===== config.mk =====
export PLATFORM = sky130hd
export DESIGN_NAME = cursor_draw_ctrl
export DESIGN_NICKNAME = d
export VERILOG_FILES = /design/src/rtl/cursor_pkg.sv /design/src/rtl/axis_stepper.sv /design/src/rtl/cursor_draw_ctrl.sv
export SDC_FILE = /design/constraint.sdc
export NUM_CORES = 1
export LEC_CHECK = 0
export BUFFER_PORTS_ARGS = -buffer_cell sky130_fd_sc_hd__clkbuf_2
export CORE_ASPECT_RATIO = 1.1
export CORE_MARGIN = 8
export CORE_UTILIZATION = 60
export CTS_CLUSTER_DIAMETER = 120
export DETAILED_ROUTE_END_ITERATION = 12
export PLACE_DENSITY = 0.86
export SETUP_SLACK_MARGIN = 0.02
export SLEW_MARGIN = 20
export SYNTH_ARGS = -nofsm -noshare
export SYNTH_HDL_FRONTEND = slang
export SYNTH_HIERARCHICAL = 1
export SYNTH_SLANG_ARGS = --single-unit

===== constraint.sdc =====
create_clock -name clock -period 11.6 [get_ports clock]
set_input_delay 2.32 -clock clock [delete_from_list [all_inputs] [get_ports clock]]
set_output_delay 2.32 -clock clock [all_outputs]
set_load 0.01 [all_outputs]

===== src/rtl/cursor_pkg.sv =====
`default_nettype none
// ============================================================================
// Module   : cursor_pkg
// Purpose  : Shared types and default geometry for the cursor/pen controller.
//            FSM state encoding, default 160x120 screen geometry with its
//            centre point, and the colour used by the screen-clear sweep.
// Revision : 1.0 - initial release
// ============================================================================
package cursor_pkg;

    // Controller states: normal pen drawing, or hardware framebuffer sweep
    typedef enum logic [0:0] {
        ST_DRAW  = 1'b0,
        ST_CLEAR = 1'b1
    } state_t;

    // Default screen geometry (160x120 framebuffer)
    localparam int DEF_X_W    = 8;
    localparam int DEF_Y_W    = 7;
    localparam int DEF_X_MAX  = 159;
    localparam int DEF_Y_MAX  = 119;
    localparam int DEF_X_INIT = 80;
    localparam int DEF_Y_INIT = 60;

    // Colour written by the clear sweep
    localparam int COL_BLACK  = 0;

endpackage
`default_nettype wire


===== src/rtl/axis_stepper.sv =====
`default_nettype none
// ============================================================================
// Module   : axis_stepper
// Purpose  : Next-coordinate computation for one cursor axis. Applies a
//            signed step of 1 or 2 towards inc/dec, then clamps to [0, MAX]
//            or wraps modulo MAX+1 depending on WRAP. Pure combinational.
// Ports    : i_pos      current coordinate
//            i_inc      request to increase the coordinate
//            i_dec      request to decrease the coordinate
//            i_step     1 = step of 2, 0 = step of 1
//            o_next_pos coordinate after the step
//            o_moved    o_next_pos differs from i_pos
// Revision : 1.0 - initial release
// ============================================================================
module axis_stepper #(
    parameter int W    = 8,
    parameter int MAX  = 159,
    parameter bit WRAP = 1'b0
) (
    input  logic [W-1:0] i_pos,
    input  logic         i_inc,
    input  logic         i_dec,
    input  logic         i_step,
    output logic [W-1:0] o_next_pos,
    output logic         o_moved
);

    // Two extra bits: one for sign, one so that MAX+2 never overflows even
    // when MAX sits right at the top of the W-bit range.
    localparam int SW = W + 2;
    localparam logic signed [SW-1:0] c_MAX  = SW'(MAX);
    localparam logic signed [SW-1:0] c_SPAN = SW'(MAX + 1);

    logic signed [SW-1:0] w_mag;
    logic signed [SW-1:0] w_delta;
    logic signed [SW-1:0] w_sum;
    logic signed [SW-1:0] w_res;

    // Opposing requests cancel to a zero delta
    always_comb begin
        w_mag   = i_step ? SW'(2) : SW'(1);
        w_delta = '0;
        if (i_inc && !i_dec) begin
            w_delta = w_mag;
        end else if (i_dec && !i_inc) begin
            w_delta = -w_mag;
        end
    end

    assign w_sum = $signed({2'b00, i_pos}) + w_delta;

    // A step is at most 2 and MAX >= 1, so one correction is always enough
    if (WRAP) begin : g_wrap
        always_comb begin
            w_res = w_sum;
            if (w_sum[SW-1]) begin
                w_res = w_sum + c_SPAN;
            end else if (w_sum > c_MAX) begin
                w_res = w_sum - c_SPAN;
            end
        end
    end else begin : g_clamp
        always_comb begin
            w_res = w_sum;
            if (w_sum[SW-1]) begin
                w_res = '0;
            end else if (w_sum > c_MAX) begin
                w_res = c_MAX;
            end
        end
    end

    assign o_next_pos = w_res[W-1:0];
    assign o_moved    = (o_next_pos != i_pos);

endmodule
`default_nettype wire


===== src/rtl/cursor_draw_ctrl.sv =====
`default_nettype none
// ============================================================================
// Module   : cursor_draw_ctrl
// Purpose  : Cursor/pen controller for the pixel-buffer VGA adapter. Moves a
//            drawing cursor from active-low direction buttons once per
//            divided tick, counts successful moves, and runs a row-major
//            screen-clear sweep on request before re-centring the cursor.
// Ports    : clock, reset              clock / synchronous active-high reset
//            btn_{left,right,up,down}_n active-low direction buttons
//            dot                       step of 2 instead of 1
//            pen_colour                colour plotted at the cursor
//            clear_req                 start a screen clear (level sampled)
//            x, y, colour, plot        registered adapter write port
//            busy                      high during the clear sweep
//            num_moves                 count of ticks that moved the cursor
// Revision : 1.0 - initial release
// ============================================================================
module cursor_draw_ctrl
    import cursor_pkg::*;
#(
    parameter int X_W      = DEF_X_W,
    parameter int Y_W      = DEF_Y_W,
    parameter int X_MAX    = DEF_X_MAX,
    parameter int Y_MAX    = DEF_Y_MAX,
    parameter int X_INIT   = DEF_X_INIT,
    parameter int Y_INIT   = DEF_Y_INIT,
    parameter int TICK_DIV = 524288,
    parameter bit WRAP     = 1'b0,
    parameter int CNT_W    = 16,
    parameter int COL_W    = 3
) (
    input  logic             clock,
    input  logic             reset,
    input  logic             btn_left_n,
    input  logic             btn_right_n,
    input  logic             btn_up_n,
    input  logic             btn_down_n,
    input  logic             dot,
    input  logic [COL_W-1:0] pen_colour,
    input  logic             clear_req,
    output logic [X_W-1:0]   x,
    output logic [Y_W-1:0]   y,
    output logic [COL_W-1:0] colour,
    output logic             plot,
    output logic             busy,
    output logic [CNT_W-1:0] num_moves
);

    localparam int TW = (TICK_DIV > 1) ? $clog2(TICK_DIV) : 1;

    localparam logic [TW-1:0]    c_TICK_LAST = TW'(TICK_DIV - 1);
    localparam logic [X_W-1:0]   c_X_LAST    = X_W'(X_MAX);
    localparam logic [Y_W-1:0]   c_Y_LAST    = Y_W'(Y_MAX);
    localparam logic [X_W-1:0]   c_X_INIT    = X_W'(X_INIT);
    localparam logic [Y_W-1:0]   c_Y_INIT    = Y_W'(Y_INIT);
    localparam logic [COL_W-1:0] c_BLACK     = COL_W'(COL_BLACK);

    state_t           r_state;
    state_t           w_state_nxt;
    logic [TW-1:0]    r_tick_cnt;
    logic             w_tick;

    // r_x/r_y hold the cursor in DRAW and the sweep position in CLEAR; the
    // cursor does not need to survive a clear because it is re-centred after.
    logic [X_W-1:0]   r_x,      w_x_nxt;
    logic [Y_W-1:0]   r_y,      w_y_nxt;
    logic [COL_W-1:0] r_colour, w_colour_nxt;
    logic             r_plot,   w_plot_nxt;
    logic             r_busy,   w_busy_nxt;
    logic [CNT_W-1:0] r_moves,  w_moves_nxt;

    logic [X_W-1:0]   w_x_step;
    logic [Y_W-1:0]   w_y_step;
    logic             w_x_moved;
    logic             w_y_moved;

    // Free-running movement tick divider, active in every state
    always_ff @(posedge clock) begin
        if (reset) begin
            r_tick_cnt <= '0;
        end else if (w_tick) begin
            r_tick_cnt <= '0;
        end else begin
            r_tick_cnt <= r_tick_cnt + TW'(1);
        end
    end

    assign w_tick = (r_tick_cnt == c_TICK_LAST);

    axis_stepper #(
        .W    (X_W),
        .MAX  (X_MAX),
        .WRAP (WRAP)
    ) u_x_stepper (
        .i_pos      (r_x),
        .i_inc      (~btn_right_n),
        .i_dec      (~btn_left_n),
        .i_step     (dot),
        .o_next_pos (w_x_step),
        .o_moved    (w_x_moved)
    );

    // Screen y grows downwards
    axis_stepper #(
        .W    (Y_W),
        .MAX  (Y_MAX),
        .WRAP (WRAP)
    ) u_y_stepper (
        .i_pos      (r_y),
        .i_inc      (~btn_down_n),
        .i_dec      (~btn_up_n),
        .i_step     (dot),
        .o_next_pos (w_y_step),
        .o_moved    (w_y_moved)
    );

    always_ff @(posedge clock) begin
        if (reset) begin
            r_state  <= ST_DRAW;
            r_x      <= c_X_INIT;
            r_y      <= c_Y_INIT;
            r_colour <= '0;
            r_plot   <= 1'b0;
            r_busy   <= 1'b0;
            r_moves  <= '0;
        end else begin
            r_state  <= w_state_nxt;
            r_x      <= w_x_nxt;
            r_y      <= w_y_nxt;
            r_colour <= w_colour_nxt;
            r_plot   <= w_plot_nxt;
            r_busy   <= w_busy_nxt;
            r_moves  <= w_moves_nxt;
        end
    end

    always_comb begin
        w_state_nxt  = r_state;
        w_x_nxt      = r_x;
        w_y_nxt      = r_y;
        w_colour_nxt = r_colour;
        w_plot_nxt   = r_plot;
        w_busy_nxt   = r_busy;
        w_moves_nxt  = r_moves;

        case (r_state)
            ST_DRAW: begin
                w_plot_nxt = 1'b1;
                // A clear request wins over a coincident movement tick; the
                // first sweep pixel (0,0) is presented on entry to CLEAR.
                if (clear_req) begin
                    w_state_nxt  = ST_CLEAR;
                    w_x_nxt      = '0;
                    w_y_nxt      = '0;
                    w_colour_nxt = c_BLACK;
                    w_busy_nxt   = 1'b1;
                end else begin
                    w_colour_nxt = pen_colour;
                    if (w_tick) begin
                        w_x_nxt = w_x_step;
                        w_y_nxt = w_y_step;
                        // Diagonal moves count once; fully clamped moves not at all
                        if (w_x_moved || w_y_moved) begin
                            w_moves_nxt = r_moves + CNT_W'(1);
                        end
                    end
                end
            end

            ST_CLEAR: begin
                w_plot_nxt   = 1'b1;
                w_colour_nxt = c_BLACK;
                if (r_x == c_X_LAST) begin
                    if (r_y == c_Y_LAST) begin
                        // Last pixel is on the outputs now; return to drawing
                        w_state_nxt  = ST_DRAW;
                        w_x_nxt      = c_X_INIT;
                        w_y_nxt      = c_Y_INIT;
                        w_colour_nxt = pen_colour;
                        w_busy_nxt   = 1'b0;
                        w_moves_nxt  = '0;
                    end else begin
                        w_x_nxt = '0;
                        w_y_nxt = r_y + Y_W'(1);
                    end
                end else begin
                    w_x_nxt = r_x + X_W'(1);
                end
            end

            default: begin
                w_state_nxt = ST_DRAW;
            end
        endcase
    end

    assign x         = r_x;
    assign y         = r_y;
    assign colour    = r_colour;
    assign plot      = r_plot;
    assign busy      = r_busy;
    assign num_moves = r_moves;

endmodule
`default_nettype wire


==> flow_summary_export.csv, run 1 <==
group,metric,value,unit
run_status,status,"finished clean",
setup_path,worstPathRequired,11.81,ns
timing,tns,0,ns
floorplanning,die_width,98,µm
routing,wl,10.9,mm
floorplanning,rows,33,
setup_path,path_delay_family,"simple AND/OR/NAND/NOR gates",
placement,dp.cells,664,
clocking,clock_latency,0.31,ns
setup_path,crit_fanout,11,
routing,drc,0,
yosys,yosysTopAreaCellShare,25.3,%
timing,max_freq,138,MHz
clocking,clkSinkCount,56,
routing,vias_per_cell,6.50,
yosys,ys_types,90,
run,maxCapViolations,0,
clocking,clk_pin_slew,0.10,ns
clocking,ctsResizeCount,0,
timing,maxSlewViolCount,0,
clocking,clock_path_buffers,2,
timing,clock_skew,0.0114,ns
global_routing,grt_max_degree,34,
setup_path,end_kind,"flop",
global_routing,grt_pass1_wl,18.9,mm
timing,fin_crit_sh,62.3,%
yosys,ys_seq_elements,56,
power_and_ir_drop,p_per_area,105,nW/µm²
placement,hpwl,7.97,mm
routing,drt-wirelength-per-cell,16.2,µm
clocking,tritoncts,"done",
timing,slew_headroom,32.3,%
yosys,synthTopCellsByArea,"dfxtp_1 25%, ha_1 5.9%, nor2_1 5.3%",
clocking,ctsHoldBuffers,0,
layout,area_growth,8.37,%
yosys,synth-main-ff-cell,"dfxtp_1",
layout,final_nets,618,
setup_path,crit_chain,"clkbuf_2 -> inv_1 -> nor2b_1 -> nand2b_1 -> ha_1 -> a211oi_1 -> o31ai_4 -> a221oi_1 -> xor2_1 -> and3_4 -> mux2i_1 -> nand3_1 -> or4_1 -> o21ai_1 -> nor4_4 -> and4b_1 -> a211o_2",
routing,ant_nets,0,
floorplanning,dieHeight,106,µm
global_routing,antenna_found_initial,0,
clocking,htreeDepth,2,
routing,drt_first_iter_violations,262,
yosys,synth_edf_count,0,
setup_path,crit_buf_inv,2,
routing,vias,4368,
yosys,ys_seq_area_share,25.3,%
clocking,cts_made_buffers,5,
placement,placedInstanceArea,4680,µm²
timing,rsz0062_at_grt,"false",
global_routing,grt_pass1_vias,4190,
setup_path,critPathMaxStageDelay,0.64,ns
yosys,synth_area_leader_cell,"dfxtp_1",
yosys,syn_avg_cell_area,8.14,µm²
layout,nFillCells,624,
clocking,cts_setup_buffers,0,
timing,setup-violations-final,0,
global_routing,track_usage,21.1,%
layout,design_area,4810,µm²
timing,hold_violations,0,
layout,stdcell_count,672,
setup_path,cp_slowest_cell,"xor2_1",
min_path,hold_class,"reg2reg",
yosys,async_reset_ff_share,0,%
floorplanning,coreArea,7310,µm²
placement,numPortBuffers,46,
timing,worst_slack,4.37,ns
routing,drt_pass1_iterations,5,
clocking,cts_root_buf,"clkbuf_8",
timing,worst_pin_slew,1.01,ns
layout,final_util,65.8,%
yosys,syn_nets,579,
power_and_ir_drop,ir_worst_vdd,106,µV
power_and_ir_drop,power.leakage,1.96,nW
setup_path,start_kind,"input pin",
placement,pre_cts_slack,4.12,ns
setup_path,critPathArrivalTime,7.43,ns
floorplanning,io_pins,47,
yosys,synthesis.area,4440,µm²
layout,layout_commonest_cell,"nor2_1",
layout,drive_above_1_share,17.3,%
layout,seqCellArea,1120,µm²
layout,mostFrequentLayoutCells,"63 x nor2_1, 56 x dfxtp_1, 46 x clkbuf_2, 42 x nand2_1, 35 x a21oi_1",
yosys,ys_warn_count,6,
layout,antenna_cells,0,
layout,multiInputGateArea,3090,µm²
floorplanning,die_area,10400,µm²
placement,gp_congestion,0.875,
yosys,postSynthCellCount,545,
timing,fin_crit,7.23,ns
floorplanning,initial_core_util,60.7,%
setup_path,crit_type,"in2reg",
global_routing,grt-ovfl-total,0,
==> synth_stat cells (6+ instances only) <==
cell type and n:
nor4_1 7, a221o_1 7, a221oi_1 6, ha_1 21, buf_6 6, inv_1 30, dfxtp_1 56, o21ai_0 21
a31oi_1 7, a21oi_1 35, a211oi_1 6, xor2_1 16, nor3b_1 6, xnor2_1 16, nand2_1 42, nand3_1 21
nor3_1 14, or3_1 8, nor2_1 63, and3_1 6, nand4_1 9, clkbuf_1 7
==> kinds of logic after synthesis <==
kind of cell               synth area share, %
and+or+nand+nor                           27.2
AOI/OAI and AO/OA                         28.1
muxes                                    0.705
DFF                                       25.3
xor gates and xnor gates                  6.82
adders and majority gates                 6.82
buffers and inverters                     5.16
==> final timing paths <==
check | start | to | slack (ns) | cells past startpoint
hold / removal | busy$_SDFFE_PP0P_ | busy$_SDFFE_PP0P_ | 0.48 | 2
setup reg to reg | y[1]$_SDFFE_PP0P_ | num_moves[14]$_SDFFE_PP0P_ | 6.70 | 13
setup / recovery | btn_up_n | num_moves[14]$_SDFFE_PP0P_ | 4.37 | 17
hold reg to reg | busy$_SDFFE_PP0P_ | busy$_SDFFE_PP0P_ | 0.48 | 2
==> stage by stage <==
stage	power, W	hold WS (ns)
floorplan	0.000337	0.442
global placement	0.000365	0.459
detailed placement	0.000369	0.468
CTS	0.000506	0.491
global route	0.000533	0.521
finish	0.000506	0.483
==> per-layer routing <==
| layer | vias up | GRT usage, % | wire length, µm |
|---|---|---|---|
| met1 | 2063 | 24.5 | 4630 |
| met3 | 21 | 3.40 | 625 |
| met5 | - | 0 | 0 |
| met2 | 155 | 37.6 | 5430 |
| li1 | 2129 | - | - |
| met4 | 0 | 8.58 | 195 |
==> area by class of cell <==
cell class	count	area share, %
inverter	30	2.34
clock buffer	7	2.00
tap	87	2.26
sequential	56	23.3
multi-input combinational	442	64.2
clock inverter	1	0.624
timing repair buffer	49	5.25
==> state kept, by name, summed over array words and instances, names as in the netlist <==
signal / count
x: 8
busy: 1
colour: 3
plot: 1
y: 7
r_tick_cnt: 19
r_state: 1
num_moves: 16
==> worst min-delay path, cell delays in order (launching register included) <==
cell	delay, ns
dfxtp_1	0.35
a21oi_1	0.04
nor2_1	0.07
==> report_power, final <==
group / total, W / switching [W] / internal (W)
Clock: 0.000138 / 0.0000615 / 0.0000762
Sequential: 0.000214 / 0.0000149 / 0.000199
Combinational: 0.000155 / 0.0000902 / 0.0000646
No activity file was read; power rests on OpenSTA's default activity.
==> run 2, diff against run 1 <==
- CORE_UTILIZATION: 60 -> 54
- PLACE_DENSITY: 0.86 -> 0.82
- clock period: 11.6 -> 6.5 ns (I/O delays scaled with it)
==> run 2 against run 1 <==
Critical endpoint unchanged. Count of clock-buffer cells in the layout down 1. Die area up 9.3%. Sequential power up 78%. Clock power up 41%. First-iteration DRC count down 12%. Non-clock buffer count up 4. Core utilization down 5.1 points. Setup slack worse by 3.4 ns. Clock skew up 0.0013 ns. Sequential share of layout area down 0.11 points.
==> flow_summary_export.csv, run 2 (synthesis gave the netlist of run 1 again) <==
group,metric,value,unit
power_and_ir_drop,power.leakage,1.97,nW
routing,drt_first_iter_violations,231,
timing,worst_slack,0.964,ns
clocking,htreeDepth,2,
placement,pre_cts_slack,0.686,ns
timing,rsz0062_at_grt,"false",
floorplanning,coreArea,7960,µm²
routing,vias_per_cell,6.20,
timing,tns,0,ns
setup_path,worstPathRequired,6.71,ns
floorplanning,dieHeight,111,µm
global_routing,antenna_found_initial,0,
clocking,clock_latency,0.31,ns
power_and_ir_drop,ir_worst_vdd,154,µV
routing,drc,0,
setup_path,crit_type,"in2reg",
routing,wl,10.8,mm
layout,mostFrequentLayoutCells,"63 x nor2_1, 56 x dfxtp_1, 46 x clkbuf_2, 42 x nand2_1, 35 x a21oi_1",
setup_path,end_kind,"flop",
routing,vias,4320,
timing,fin_crit,5.54,ns
layout,layout_commonest_cell,"nor2_1",
floorplanning,die_area,11400,µm²
timing,clock_skew,0.0127,ns
power_and_ir_drop,p_per_area,177,nW/µm²
placement,gp_congestion,0.849,
placement,hpwl,8.07,mm
clocking,clkSinkCount,56,
timing,fin_crit_sh,85.2,%
layout,largest_reg_flops,19,
clocking,tritoncts,"done",
global_routing,grt_pass1_vias,4114,
setup_path,crit_fanout,9,
global_routing,grt_max_degree,34,
layout,regMostFlops,"r_tick_cnt",
clocking,ctsResizeCount,0,
run_status,status,"finished clean",
layout,nFillCells,728,
layout,drive_above_1_share,17.8,%
setup_path,critPathArrivalTime,5.74,ns
clocking,cts_root_buf,"clkbuf_8",
clocking,cts_setup_buffers,0,
clocking,cts_made_buffers,5,
min_path,hold_class,"reg2reg",
global_routing,track_usage,19.1,%
floorplanning,initial_core_util,55.8,%
clocking,ctsHoldBuffers,0,
routing,drt_pass1_iterations,6,
routing,ant_nets,0,
layout,final_nets,622,
placement,numPortBuffers,46,
run,maxCapViolations,0,
floorplanning,die_width,102,µm
floorplanning,io_pins,47,
timing,setup-violations-final,0,
setup_path,start_kind,"input pin",
layout,area_growth,8.88,%
routing,drt-wirelength-per-cell,15.4,µm
global_routing,grt-ovfl-total,0,
floorplanning,rows,34,
timing,maxSlewViolCount,0,
layout,multiInputGateArea,3090,µm²
timing,worst_pin_slew,0.956,ns
timing,max_freq,181,MHz
timing,slew_headroom,35.4,%
layout,seqCellArea,1120,µm²
clocking,clock_path_buffers,2,
global_routing,grt_pass1_wl,18.5,mm
clocking,clk_pin_slew,0.10,ns
layout,antenna_cells,0,
timing,hold_violations,0,
[run 2: cell types whose count changed in the layout (fill, tap and decap cells not counted)]
cell / change
clkinv_2: +2
buf_4: +4
bufinv_16: -1
clkbuf_8: -1
[run 2: layout make-up]
cell class,count,share of cell area (%)
clock inverters,2,0.207
repair buffers,53,5.85
multi-input cells,442,63.9
clock buffers,6,1.71
inverters,30,2.33
flip-flops and latches,56,23.2
well taps,108,2.80
[run 2: path summary, 6_finish.rpt]
check | startpoint | end | slack (ns) | cells after the start
hold / removal | r_tick_cnt[0]$_SDFF_PP0_ | r_tick_cnt[0]$_SDFF_PP0_ | 0.49 | 1
hold reg to reg | r_tick_cnt[0]$_SDFF_PP0_ | r_tick_cnt[0]$_SDFF_PP0_ | 0.49 | 1
setup / recovery | btn_up_n | num_moves[14]$_SDFFE_PP0P_ | 0.96 | 18
setup reg to reg | y[0]$_SDFFE_PP0P_ | num_moves[14]$_SDFFE_PP0P_ | 1.91 | 14
[run 2: worst max-delay path: stages]
cell and delay (ns):
clkbuf_2 0.07, inv_1 0.06, nor2b_1 0.13, buf_4 0.17, nand2b_1 0.20, fa_1 0.45, a211o_1 0.34, o21ai_0 0.10
xor2_1 0.15, or4_4 0.58, and3_4 0.20, mux2i_1 0.14, nand3_1 0.09, or4_1 0.57, o21ai_1 0.53, nor4_4 0.13
and4b_1 0.24, a211o_2 0.29
[run 2: metal layers]
layer	vias up	wire [µm]	track usage, %
met3	15	513	1.95
met4	0	148	4.71
met5	-	0	0
met2	141	5220	33.9
li1	2135	-	-
met1	2029	4880	23.5
[run 2: per-stage QoR]
| step | hold slack [ns] | power [W] | area (µm²) | std cells | utilization (%) |
|---|---|---|---|---|---|
| 3_5_place_dp | 0.472 | 0.000661 | 4740 | 689 | 59.6 |
| 6_report | 0.487 | 0.000853 | 4830 | 697 | 60.7 |
| 5_1_grt | 0.504 | 0.000907 | 4830 | 697 | 60.7 |
| 2_1_floorplan | 0.442 | 0.000601 | 4440 | 545 | - |
| 4_1_cts | 0.493 | 0.000856 | 4830 | 697 | 60.7 |
| 3_3_place_gp | 0.460 | 0.000655 | 4740 | 689 | 59.6 |
[run 2: power by group]
part	internal [W]	switching, W
Sequential	0.000355	0.0000262
Combinational	0.000118	0.000159
Clock	0.0000853	0.000109
Total	0.000558	0.000295
==> run 3, diff against run 2 <==
- MAX_ROUTING_LAYER: not set -> met4
- TNS_END_PERCENT: not set -> 5
==> run 3 against run 2 <==
Total power up 3.0%. Non-clock buffer count down 1. Cell area up 0.16%. Combinational power about the same. Worst hold slack worse by 0.0012 ns. Die area unchanged. Clock skew down 0.0022 ns. Global-route usage up 0.61 points. Sequential power about the same. Core utilization up 0.094 points. Critical path depth unchanged. Register-to-register slack better by 0.02 ns.
==> flow_summary_export.csv, run 3 (synthesis gave the netlist of run 1 again) <==
group,metric,value,unit
run_status,status,"finished clean",
clocking,tritoncts,"done",
floorplanning,coreArea,7960,µm²
clocking,cts_setup_buffers,0,
global_routing,grt_max_degree,34,
timing,fin_crit_sh,85.1,%
floorplanning,die_width,102,µm
layout,mostFrequentLayoutCells,"63 x nor2_1, 56 x dfxtp_1, 46 x clkbuf_2, 42 x nand2_1, 35 x a21oi_1",
timing,worst_pin_slew,1.02,ns
routing,drt_pass1_iterations,4,
clocking,clk_pin_slew,0.10,ns
timing,slew_headroom,31.2,%
clocking,clock_latency,0.30,ns
timing,fin_crit,5.53,ns
layout,seqCellArea,1120,µm²
clocking,ctsResizeCount,0,
timing,maxSlewViolCount,0,
global_routing,met3_usage,2.07,%
clocking,clkSinkCount,56,
layout,area_growth,9.05,%
routing,ant_nets,0,
clocking,ctsHoldBuffers,0,
timing,setup-violations-final,0,
setup_path,start_kind,"input pin",
routing,vias_per_cell,6.22,
timing,clock_skew,0.0105,ns
layout,layout_commonest_cell,"nor2_1",
setup_path,crit_buf_inv,3,
floorplanning,io_pins,47,
setup_path,end_kind,"flop",
setup_path,crit_fanout,9,
global_routing,grt_pass1_wl,18.7,mm
power_and_ir_drop,p_per_area,182,nW/µm²
clocking,cts_root_buf,"clkbuf_8",
power_and_ir_drop,ir_worst_vdd,168,µV
power_and_ir_drop,p_total,0.000879,W
floorplanning,rows,34,
layout,final_nets,621,
routing,drt-wirelength-per-cell,15.8,µm
timing,rsz0062_at_grt,"false",
global_routing,grt_use_met2,33.0,%
setup_path,critPathMaxStageDelay,0.60,ns
floorplanning,die_area,11400,µm²
placement,gp_congestion,0.868,
setup_path,worstPathRequired,6.70,ns
setup_path,crit_type,"in2reg",
setup_path,path_delay_family,"simple AND/OR/NAND/NOR gates",
layout,regMostFlops,"r_tick_cnt",
global_routing,track_usage,19.7,%
timing,hold_violations,0,
global_routing,grt_pass1_vias,4072,
setup_path,crit_chain,"clkbuf_2 -> inv_1 -> nor2b_1 -> buf_4 -> nand2b_1 -> ha_1 -> a211oi_1 -> o31ai_4 -> xnor2_1 -> or4_4 -> and3_4 -> mux2i_1 -> nand3_1 -> or4_1 -> o21ai_1 -> nor4_4 -> and4b_1 -> a211o_2",
placement,hpwl,8.26,mm
min_path,hold_class,"reg2reg",
global_routing,antenna_found_initial,0,
layout,nFillCells,728,
timing,max_freq,181,MHz
setup_path,critPathArrivalTime,5.73,ns
layout,antenna_cells,0,
routing,drt_first_iter_violations,186,
layout,largest_reg_flops,19,
floorplanning,initial_core_util,55.8,%
floorplanning,dieHeight,111,µm
clocking,clock_path_buffers,2,
timing,tns,0,ns
power_and_ir_drop,power.leakage,1.97,nW
routing,wl,11.0,mm
global_routing,grt_util_met1,24.2,%
global_routing,busiest_layer,"met2",
layout,multiInputGateArea,3090,µm²
global_routing,grt-ovfl-total,0,
placement,numPortBuffers,46,
routing,drc,0,
clocking,htreeDepth,2,
layout,drive_above_1_share,17.5,%
clocking,cts_made_buffers,5,
setup_path,cp_slowest_cell,"or4_4",
routing,vias,4328,
run,maxCapViolations,0,
-- run 3: power by group --
part	switching [W]	total, W	internal [W]
sequential	0.0000260	0.000381	0.000355
clock	0.000107	0.000221	0.000115
combinational	0.000160	0.000277	0.000118
total	0.000292	0.000879	0.000587
-- run 3: stage by stage --
| stage | utilization [%] | cell area [µm²] | hold WS [ns] | std cells | setup slack (ns) |
|---|---|---|---|---|---|
| CTS | 60.8 | 4840 | 0.492 | 696 | 0.973 |
| floorplan | - | 4440 | 0.442 | 545 | 0.860 |
| finish | 60.8 | 4840 | 0.486 | 696 | 0.970 |
| global route | 60.8 | 4840 | 0.525 | 696 | 0.695 |
| global placement | 59.5 | 4730 | 0.460 | 688 | 0.749 |
| detailed placement | 59.5 | 4730 | 0.472 | 688 | 0.648 |
-- run 3: routing by layer --
metal | up-vias | part of all wire [%]
li1 | 2130 | -
met1 | 2080 | 45
met2 | 106 | 50
met3 | 12 | 3.8
met4 | 0 | 1.2
met5 | - | 0
-- run 3: final timing paths --
check | depth (start not counted) | startpoint | slack (ns) | end
hold reg to reg | 2 | busy$_SDFFE_PP0P_ | 0.49 | busy$_SDFFE_PP0P_
setup / recovery | 18 | btn_up_n | 0.97 | num_moves[14]$_SDFFE_PP0P_
setup reg to reg | 14 | y[0]$_SDFFE_PP0P_ | 1.93 | num_moves[14]$_SDFFE_PP0P_
hold / removal | 2 | busy$_SDFFE_PP0P_ | 0.49 | busy$_SDFFE_PP0P_
-- run 3: cell type report --
type | instances | share of cell area (%)
multi-input combinational | 442 | 63.8
sequential | 56 | 23.2
timing repair buffer | 52 | 5.69
tap | 108 | 2.79
inverter | 30 | 2.33
clock buffer | 6 | 1.50
clock inverter | 2 | 0.724
-- run 3: tightest hold or removal path: stages (launching register included) --
cell and delay, ns:
dfxtp_1 0.34, a21oi_1 0.05, nor2_1 0.07
